### src/rtl/arbitro_pkg.sv
// -----------------------------------------------------------------------------
// arbitro_pkg
// Shared definitions for the nRisc memory arbiter:
//   - sequencer state encoding (OCIOSO / ACESSO / ESPERA)
//   - grant encoding (NENHUM / CARGA / DADO / BUSCA)
//   - legal bounds for the memory read latency and a range-check helper
// -----------------------------------------------------------------------------
package arbitro_pkg;

    // Sequencer states
    localparam logic [1:0] OCIOSO = 2'd0;
    localparam logic [1:0] ACESSO = 2'd1;
    localparam logic [1:0] ESPERA = 2'd2;

    // Grant codes
    localparam logic [1:0] NENHUM = 2'd0;
    localparam logic [1:0] CARGA  = 2'd1;
    localparam logic [1:0] DADO   = 2'd2;
    localparam logic [1:0] BUSCA  = 2'd3;

    // Memory read latency bounds (cycles)
    localparam int MEM_LAT_MIN = 1;
    localparam int MEM_LAT_MAX = 4;

    function automatic bit mem_lat_valida(input int lat);
        return (lat >= MEM_LAT_MIN) && (lat <= MEM_LAT_MAX);
    endfunction

endpackage

### src/rtl/arbitro_memoria_seletor.sv
// -----------------------------------------------------------------------------
// seletor_prioridade
// Combinational grant selection for the memory arbiter.
//   i_carga_req   : loader request (always wins)
//   i_dado_req    : data load/store request
//   i_busca_req   : instruction fetch request
//   i_ultimo_dado : 1 when the most recent Dado/Busca grant went to Dado
//   o_grant       : selected requester (NENHUM when nobody asks)
// -----------------------------------------------------------------------------
module seletor_prioridade
    import arbitro_pkg::*;
(
    input  logic       i_carga_req,
    input  logic       i_dado_req,
    input  logic       i_busca_req,
    input  logic       i_ultimo_dado,
    output logic [1:0] o_grant
);

    always_comb begin
        o_grant = NENHUM;
        if (i_carga_req) begin
            o_grant = CARGA;
        end else if (i_dado_req && i_busca_req) begin
            // Alternate between data and fetch so neither starves.
            o_grant = i_ultimo_dado ? BUSCA : DADO;
        end else if (i_dado_req) begin
            o_grant = DADO;
        end else if (i_busca_req) begin
            o_grant = BUSCA;
        end
    end

endmodule

### src/rtl/arbitro_memoria.sv
// -----------------------------------------------------------------------------
// arbitro_memoria
// Single-port memory arbiter and access sequencer for the 8-bit nRisc.
// Shares one synchronous memory between the program loader (Carga), data
// load/store (Dado) and instruction fetch (Busca).
//
// Handshake: each requester holds its Req high until its completion pulse
// (CargaAck / DadoValido / BuscaValida). A pulse lasts exactly one cycle and
// occurs while the sequencer is back in OCIOSO; a Req still high at the edge
// ending that cycle is taken as a fresh request.
//
// Ports:
//   Clock, Reset (async, active-low)
//   CargaReq/CargaEndereco/CargaDado -> CargaAck
//   BuscaReq/BuscaEndereco           -> Instrucao, BuscaValida, Stall
//   DadoReq/DadoEscrever/DadoEndereco/DadoEscrito -> DadoLido, DadoValido
//   MemEndereco, MemDadoOut, MemRead, MemWrite <- MemDadoIn (memory side)
//   Ocupado       : sequencer not idle
//   DbgEstado     : current sequencer state
//   DbgUltimoDado : Dado/Busca fairness flag
// -----------------------------------------------------------------------------
module arbitro_memoria
    import arbitro_pkg::*;
#(
    parameter int MEM_LAT = 1
) (
    input  logic       Clock,
    input  logic       Reset,
    input  logic       CargaReq,
    input  logic [7:0] CargaEndereco,
    input  logic [7:0] CargaDado,
    output logic       CargaAck,
    input  logic       BuscaReq,
    input  logic [7:0] BuscaEndereco,
    output logic [7:0] Instrucao,
    output logic       BuscaValida,
    input  logic       DadoReq,
    input  logic       DadoEscrever,
    input  logic [7:0] DadoEndereco,
    input  logic [7:0] DadoEscrito,
    output logic [7:0] DadoLido,
    output logic       DadoValido,
    output logic [7:0] MemEndereco,
    output logic [7:0] MemDadoOut,
    output logic       MemRead,
    output logic       MemWrite,
    input  logic [7:0] MemDadoIn,
    output logic       Stall,
    output logic       Ocupado,
    output logic [1:0] DbgEstado,
    output logic       DbgUltimoDado
);

    if (!mem_lat_valida(MEM_LAT)) begin : g_lat_invalida
        $error("arbitro_memoria: MEM_LAT must be in 1..4");
    end

    // ESPERA is entered with the counter at 1 and leaves once it reaches
    // MEM_LAT-1, giving MEM_LAT-1 wait cycles.
    localparam logic [1:0] CONT_FIM = 2'(MEM_LAT - 1);

    logic [1:0] r_estado;
    logic [1:0] r_grant;
    logic [7:0] r_endereco;
    logic [7:0] r_dado_wr;
    logic       r_escrever;
    logic       r_ultimo_dado;
    logic [1:0] r_contador;
    logic [7:0] r_instrucao;
    logic [7:0] r_dado_lido;
    logic       r_carga_ack;
    logic       r_busca_valida;
    logic       r_dado_valido;

    logic [1:0] w_grant;
    logic       w_acesso;
    logic       w_captura;
    logic       w_escrita_fim;

    seletor_prioridade u_seletor (
        .i_carga_req   (CargaReq),
        .i_dado_req    (DadoReq),
        .i_busca_req   (BuscaReq),
        .i_ultimo_dado (r_ultimo_dado),
        .o_grant       (w_grant)
    );

    assign w_acesso      = (r_estado == ACESSO);
    assign w_escrita_fim = w_acesso && r_escrever;
    // Read data is sampled either straight out of ACESSO (latency 1) or at
    // the last ESPERA cycle.
    assign w_captura = (w_acesso && !r_escrever && (MEM_LAT == 1)) ||
                       ((r_estado == ESPERA) && (r_contador == CONT_FIM));

    // Sequencer, grant latch and fairness flag
    always_ff @(posedge Clock or negedge Reset) begin
        if (!Reset) begin
            r_estado      <= OCIOSO;
            r_grant       <= NENHUM;
            r_endereco    <= 8'h00;
            r_dado_wr     <= 8'h00;
            r_escrever    <= 1'b0;
            r_ultimo_dado <= 1'b0;
            r_contador    <= 2'd0;
        end else begin
            case (r_estado)
                OCIOSO: begin
                    if (w_grant != NENHUM) begin
                        r_grant  <= w_grant;
                        r_estado <= ACESSO;
                        case (w_grant)
                            CARGA: begin
                                r_endereco <= CargaEndereco;
                                r_dado_wr  <= CargaDado;
                                r_escrever <= 1'b1;
                            end
                            DADO: begin
                                r_endereco    <= DadoEndereco;
                                r_dado_wr     <= DadoEscrever ? DadoEscrito : 8'h00;
                                r_escrever    <= DadoEscrever;
                                r_ultimo_dado <= 1'b1;
                            end
                            default: begin
                                r_endereco    <= BuscaEndereco;
                                r_dado_wr     <= 8'h00;
                                r_escrever    <= 1'b0;
                                r_ultimo_dado <= 1'b0;
                            end
                        endcase
                    end
                end
                ACESSO: begin
                    if (r_escrever || (MEM_LAT == 1)) begin
                        r_estado <= OCIOSO;
                    end else begin
                        r_estado   <= ESPERA;
                        r_contador <= 2'd1;
                    end
                end
                ESPERA: begin
                    if (r_contador == CONT_FIM) begin
                        r_estado   <= OCIOSO;
                        r_contador <= 2'd0;
                    end else begin
                        r_contador <= r_contador + 2'd1;
                    end
                end
                default: begin
                    r_estado   <= OCIOSO;
                    r_contador <= 2'd0;
                end
            endcase
        end
    end

    // Read capture and completion pulses. Only the register belonging to the
    // granted requester is loaded; the other keeps its last value.
    always_ff @(posedge Clock or negedge Reset) begin
        if (!Reset) begin
            r_instrucao    <= 8'h00;
            r_dado_lido    <= 8'h00;
            r_carga_ack    <= 1'b0;
            r_busca_valida <= 1'b0;
            r_dado_valido  <= 1'b0;
        end else begin
            r_carga_ack    <= 1'b0;
            r_busca_valida <= 1'b0;
            r_dado_valido  <= 1'b0;
            if (w_escrita_fim) begin
                if (r_grant == CARGA) begin
                    r_carga_ack <= 1'b1;
                end else begin
                    r_dado_valido <= 1'b1;
                end
            end
            if (w_captura) begin
                if (r_grant == DADO) begin
                    r_dado_lido   <= MemDadoIn;
                    r_dado_valido <= 1'b1;
                end else begin
                    r_instrucao    <= MemDadoIn;
                    r_busca_valida <= 1'b1;
                end
            end
        end
    end

    // Memory side is driven only during ACESSO; everything is 0 otherwise.
    assign MemRead     = w_acesso && !r_escrever;
    assign MemWrite    = w_escrita_fim;
    assign MemEndereco = w_acesso ? r_endereco : 8'h00;
    assign MemDadoOut  = w_escrita_fim ? r_dado_wr : 8'h00;

    assign Instrucao     = r_instrucao;
    assign DadoLido      = r_dado_lido;
    assign CargaAck      = r_carga_ack;
    assign BuscaValida   = r_busca_valida;
    assign DadoValido    = r_dado_valido;
    assign Stall         = BuscaReq && !r_busca_valida;
    assign Ocupado       = (r_estado != OCIOSO);
    assign DbgEstado     = r_estado;
    assign DbgUltimoDado = r_ultimo_dado;

endmodule

### config.mk
export PLATFORM = sky130hd
export DESIGN_NAME = arbitro_memoria
export DESIGN_NICKNAME = d
export VERILOG_FILES = /design/src/rtl/arbitro_pkg.sv /design/src/rtl/arbitro_memoria_seletor.sv /design/src/rtl/arbitro_memoria.sv
export SDC_FILE = /design/constraint.sdc
export NUM_CORES = 1
export LEC_CHECK = 0
export ABC_AREA = 1
export BUFFER_PORTS_ARGS = -buffer_cell sky130_fd_sc_hd__buf_2
export CAP_MARGIN = 20
export CORE_MARGIN = 2
export CORE_UTILIZATION = 49
export CTS_BUF_LIST = sky130_fd_sc_hd__clkbuf_8
export DETAILED_ROUTE_END_ITERATION = 10
export PLACE_DENSITY = 0.95
export SYNTH_ARGS = -nofsm -noshare
export SYNTH_HDL_FRONTEND = slang
export SYNTH_SLANG_ARGS = --single-unit
### constraint.sdc
create_clock -name Clock -period 1.99 [get_ports Clock]
set_input_delay 0.199 -clock Clock [delete_from_list [all_inputs] [get_ports Clock]]
set_output_delay 0.199 -clock Clock [all_outputs]
set_load 0.01 [all_outputs]
# Word level (Yosys, flattened, before mapping)
# Index checks and enable logic that the tools add are counted.
dict set report totals {
  regBits 43
  inputBits 54
  out_inout_bits 42
}
dict set report classes {
  add_sub_neg 1
  n_eq_ne 8
  n_mux 25
  bitwise_logic 2
  reduce_logical 18
}
# cell n
set op_table {}
lappend op_table {{case mux 8 bit (2 select lines)} 2}
lappend op_table {{2-to-1 mux 8 bit} 3}
lappend op_table {{2-to-1 mux 2 bit} 7}
lappend op_table {{2-to-1 mux 1 bit} 9}
lappend op_table {{case mux 2 bit (2 select lines)} 2}
lappend op_table {{AND reduction 2 bit} 4}
lappend op_table {{== test 2 x 1 -> 1 bit, second input constant} 3}
lappend op_table {{== test 2 bit, second input constant} 3}
lappend op_table {{logical AND 1 bit} 5}
lappend op_table {{logical NOT 2 bit} 2}
lappend op_table {{case mux 1 bit (2 select lines)} 2}
lappend op_table {{nonzero test 2 bit} 2}
lappend op_table {{AND reduction 3 bit} 1}
lappend op_table {{adder 2 x 1 -> 2 bit, second input constant} 1}
lappend op_table {{logical NOT 1 bit} 2}
lappend op_table {{inequality test 2 x 1 -> 1 bit, second input constant} 1}
lappend op_table {{inequality test 2 bit, second input constant} 1}
lappend op_table {{NOT 1 bit} 2}
lappend op_table {{OR reduction 2 bit} 1}
lappend op_table {{logical OR 1 bit} 1}

# Logic depth before layout (Yosys ltp)
dict set report depth {
  depth_word 7
  ltp_mapped 12
}

# By module
# From an unflattened synthesis, not the netlist that was laid out.
dict set report hier_totals {
  cells_unflattened 294
  hier_area_um2 2109.5
}
# module instances cells_each area_each_um2
set modules_own_cells {}
lappend modules_own_cells {arbitro_memoria 1 287 2083.2}
lappend modules_own_cells {seletor_prioridade 1 7 26.3}

# Worst setup path before layout
# Ideal clock, no wire load.
dict set report synth_timing {
  path_kind {register -> register}
  from {register r_ultimo_dado (netlist: DbgUltimoDado)}
  to {register r_endereco[4]}
  setup_time_ns 0.116
  arrival_time_ns 1.466
  slack_ns 0.408
  stages_incl_launch_ff 13
  n_path_buf 2
  period_less_slack_ns 1.582
  path_cell_list {dfrtp_1 > inv_1 > nand2_1 > nand2_1 > nand2_1 > inv_1 > ha_1 > buf_4 > buf_4 > nor2_1 > nor2_1 > nand2_1 > nand2_1}
}
dict set report synth_via {
  elab_chain_cells 5
  word_cells_on_any_way 8
  cone_classes {eq/ne (2); mux (4); reduce/logical (2)}
}
# element line
set synth_rtl {}
lappend synth_rtl {{start, declared} arbitro_memoria.sv:67} ;# logic r_ultimo_dado;
lappend synth_rtl {{start signal, assigned} arbitro_memoria.sv:103} ;# r_ultimo_dado <= 1'b0;
lappend synth_rtl {{start signal, assigned} arbitro_memoria.sv:121} ;# r_ultimo_dado <= 1'b1;
lappend synth_rtl {{start signal, assigned} arbitro_memoria.sv:127} ;# r_ultimo_dado <= 1'b0;
lappend synth_rtl {{2-to-1 mux 1 bit *} arbitro_memoria_seletor.sv:26} ;# o_grant = i_ultimo_dado ? BUSCA : DADO;
lappend synth_rtl {{2-to-1 mux 2 bit *} arbitro_memoria_seletor.sv:24} ;# end else if (i_dado_req && i_busca_req) begin
lappend synth_rtl {{2-to-1 mux 2 bit *} arbitro_memoria_seletor.sv:22} ;# if (i_carga_req) begin
lappend synth_rtl {{via u_seletor.o_grant[0]} arbitro_memoria_seletor.sv:17} ;# output logic [1:0] o_grant
lappend synth_rtl {{== test 2 bit, or another cell as far along} arbitro_memoria.sv:111} ;# case (w_grant)
lappend synth_rtl {{case mux 8 bit (2 select lines) or AND reduction 2 bit (tied branches)} n/a}
lappend synth_rtl {{end signal, assigned} arbitro_memoria.sv:113} ;# r_endereco <= CargaEndereco;
lappend synth_rtl {{end signal, assigned} arbitro_memoria.sv:118} ;# r_endereco <= DadoEndereco;
lappend synth_rtl {{end signal, assigned} arbitro_memoria.sv:124} ;# r_endereco <= BuscaEndereco;
lappend synth_rtl {{end, declared} arbitro_memoria.sv:64} ;# logic [7:0] r_endereco;
# The timed path passes the listed nets; every way through them passes the cells marked *.
# A chain may end at the register's enable or synchronous reset.

# Worst setup path in the final report
dict set report layout_timing {
  from {register r_ultimo_dado (netlist: DbgUltimoDado)}
  to {register r_dado_wr[5]}
}
dict set report layout_via {
  elab_chain_cells 5
  word_cells_on_any_way 8
  cone_classes {eq/ne (2); mux (4); reduce/logical (2)}
}
# element line
set layout_rtl {}
lappend layout_rtl {{2-to-1 mux 1 bit *} arbitro_memoria_seletor.sv:26}
lappend layout_rtl {{2-to-1 mux 2 bit *} arbitro_memoria_seletor.sv:24}
lappend layout_rtl {{2-to-1 mux 2 bit *} arbitro_memoria_seletor.sv:22}
lappend layout_rtl {{via u_seletor.o_grant[0]} arbitro_memoria_seletor.sv:17}
lappend layout_rtl {{== test 2 bit, or another cell as far along} arbitro_memoria.sv:111}
lappend layout_rtl {{case mux 8 bit (2 select lines) or AND reduction 2 bit (tied branches)} n/a}
lappend layout_rtl {{end signal, assigned} arbitro_memoria.sv:114} ;# r_dado_wr <= CargaDado;
lappend layout_rtl {{end signal, assigned} arbitro_memoria.sv:119} ;# r_dado_wr <= DadoEscrever ? DadoEscrito : 8'h00;
lappend layout_rtl {{end, declared} arbitro_memoria.sv:65} ;# logic [7:0] r_dado_wr;
# Marked as above.

==> results.yml <==
outcome:
  status: "finished, final reports clean"
global_route:
  grt_usage_pct: 21.7
  grt_max_degree: 41
  grt_pass1_vias: 2060
  grt_pass1_wl_mm: 8.58
  grt_antenna_before_repair: 0
  overflow: 0
power:
  fin_total_pwr_mw: 3.20
  max-vdd-ir-drop_mv: 0.502
  powerDensity_nw_per_um2: 1150
  leakagePower_nw: 1.70
timing:
  clock_skew_ns: 0.00689
  relSlewSlack_pct: 56.5
  slew_violations: 0
  setup_tns_ns: 0
  fmax_ghz: 0.573
  period_minus_slack_ns: 1.74
  hold_viol_final: 0
  min_period_over_period_pct: 87.7
  rsz0062_at_grt: "no"
  worst_pin_slew_ns: 0.653
  setup_viol: 0
hold_path:
  min_path_cells: 3
  hold_class: "in -> reg"
  min_from: "MemDadoIn[5]"
  hold_end: "Instrucao[5]$_DFFE_PN0P_"
die:
  die_h_um: 70.1
  dieArea_sq_um: 4910
  pin_count: 96
  core_area_sq_um: 4290
  rows: 24
  die_w_um: 70.1
  initial_utilization_pct: 49.9
critical_path:
  worstRegToRegCells: 10
  path_class: "reg -> reg"
  critical-path-top-delay-family: "adder cells"
  rrSetupSlack_ns: 0.25
  reg2reg_to: "r_dado_wr[5]$_DFFE_PN0P_"
  cpMostUsedCell: "nand2_1"
  slowest_delay_ns: 0.51
  cp-start-kind: "flop"
  worst-path-buf-inv: 3
  end_kind: "flop"
  slowest_stage: "ha_1"
  worstPathMaxFanout: 17
  arrival_ns: 1.93
  crit_path_cell_trace: "inv_1 > nand2_1 > nand2_1 > nand2_1 > inv_1 > ha_1 > nand2_2 > clkinv_2 > nand2_1 > nand2_1"
  crit_required_ns: 2.17
  crit-reg2reg-launch: "DbgUltimoDado$_DFFE_PN0P_"
logic_synthesis:
  async_flop_share_pct: 100
  synth_simple_gate_area_share_pct: 39.2
  synthAdderAreaFrac_pct: 1.75
  yosys.area.top_type_share_pct: 46.8
  seq_area_frac_synth_pct: 46.8
  synthMuxAreaShare_pct: 0
  synth_xor_area_share_pct: 0
  synth_cell_types: 22
  ys_seq_elements: 40
  synth.area.top_cells: "dfrtp_1 (47%), nand2_1 (22%), nand3_1 (5.6%)"
  synth_edf_count: 0
  synth_flop_cell: "dfrtp_1"
  syn_area_sq_um: 2140
  netlist.top_cell.by_area: "dfrtp_1"
  netlist_instances: 289
  synth.avg_cell_area_sq_um: 7.41
  synth.net_count: 346
  synth_top_family_by_area: "simple AND/OR/NAND/NOR gates"
  yosys_warnings: 0
  synth-compound-area-share_pct: 1.40
route:
  wl_mm: 5.06
  dr.first_iter.drc_count: 108
  vias: 2063
  drc: 0
  viasPerCell: 4.74
  firstDrtPassIters: 4
  wl_per_cell_um: 11.6
  ant_nets: 0
place:
  portBuffers: 94
  post_dp_cell_area_sq_um: 2610
  place.gp.congestion: 0.867
  hpwl_mm: 3.70
clocking:
  clk_pin_slew_ns: 0.08
  hold_buffers: 1
  cts_buffers: 5
  cts-root-buf: "clkbuf_8"
  cts_tree: "yes"
  cts_resized: 0
  cts.htree.levels: 2
  post_cts_buffers: 0
  cts_sinks: 40
  cts.path.max_buffers: 2
  insertion_delay_ns: 0.29
layout:
  final_layout_size_suffix_gt1_share_pct: 34.5
  regArea_sq_um: 1000
  layout_commonest_cell: "nand2_1"
  multiInputGateArea_sq_um: 911
  final_cell_mix: "nand2_1 (128), buf_2 (94), dfrtp_1 (40)"
  diodes: 0
  finish.utilization_pct: 64.7
  design_area_sq_um: 2780
  fillers: 384
  area_growth_pct: 29.7
  nets: 439
flow_run:
  cap_violations: 0
-- registers in the layout, summed over array words and instances (netlist names) --
| signal | cells |
|---|---|
| DadoValido | 1 |
| DbgUltimoDado | 1 |
| CargaAck | 1 |
| BuscaValida | 1 |
| Instrucao | 8 |
| DadoLido | 8 |
| r_endereco | 8 |
| r_grant | 2 |
| r_dado_wr | 8 |
| DbgEstado | 1 |
| r_escrever | 1 |
-- synthesized netlist by cell type (2+ instances only) --
library cell,count
inv_1,21
nor2_1,25
nand2_4,2
clkinv_2,2
nor2_4,2
buf_6,3
o21ai_1,4
nand2_1,128
buf_4,6
ha_1,3
inv_2,4
nand3_1,24
dfrtp_1,40
nand2_2,14
buf_2,4
-- routing by layer --
metal  track usage, %  part of all wire (%)
met2             35.8                    48
met5                0                     0
met3             4.33                   5.8
met1             27.1                    44
met4             10.5                   2.0
-- through the flow --
step,worst slack (ns),hold WS (ns),std cells
CTS,0.243,0.112,435
global route,0.101,0.128,435
floorplan,0.408,-0.0966,289
finish,0.246,0.126,435
detailed placement,0.208,0.287,426
global placement,0.324,0.277,426
-- worst max path at each step --
stage | slack, ns | endpoint | start | cells after the start
finish | 0.25 | r_dado_wr[5]$_DFFE_PN0P_ | DbgUltimoDado$_DFFE_PN0P_ | 10
global route | 0.10 | r_dado_wr[5]$_DFFE_PN0P_ | DbgUltimoDado$_DFFE_PN0P_ | 10
CTS | 0.24 | r_dado_wr[5]$_DFFE_PN0P_ | DbgUltimoDado$_DFFE_PN0P_ | 10
detailed placement | 0.21 | r_dado_wr[5]$_DFFE_PN0P_ | BuscaReq | 7
global placement | 0.32 | r_dado_wr[5]$_DFFE_PN0P_ | BuscaReq | 7
floorplan | 0.41 | r_endereco[4]$_DFFE_PN0P_ | DbgUltimoDado$_DFFE_PN0P_ | 12
-- final cells by class --
class                           instances  area share [%]
Tap cell                               52            2.34
Clock inverter                          3            3.24
Clock buffer                            5            2.48
Multi-Input combinational cell        207            32.8
Sequential cell                        40            36.1
Timing Repair Buffer                  100            19.1
Inverter                               28            3.97
-- tightest hold or removal path: stages --
cell and delay (ns):
buf_2 0.09, nand2_1 0.05, nand2_1 0.05
-- cells by family after synthesis --
family,count (synthesis)
flip-flops,40
other,1
AO/OA/AOI/OAI,6
buffers and inverters,42
adder cells (fa/ha/maj),3
AND/OR/NAND/NOR,197
-- power by group --
group / internal (mW) / switching, mW
registers: 1.08 / 0.162
clock network: 0.627 / 0.284
logic: 0.417 / 0.628
No activity file was read; power rests on OpenSTA's default activity.
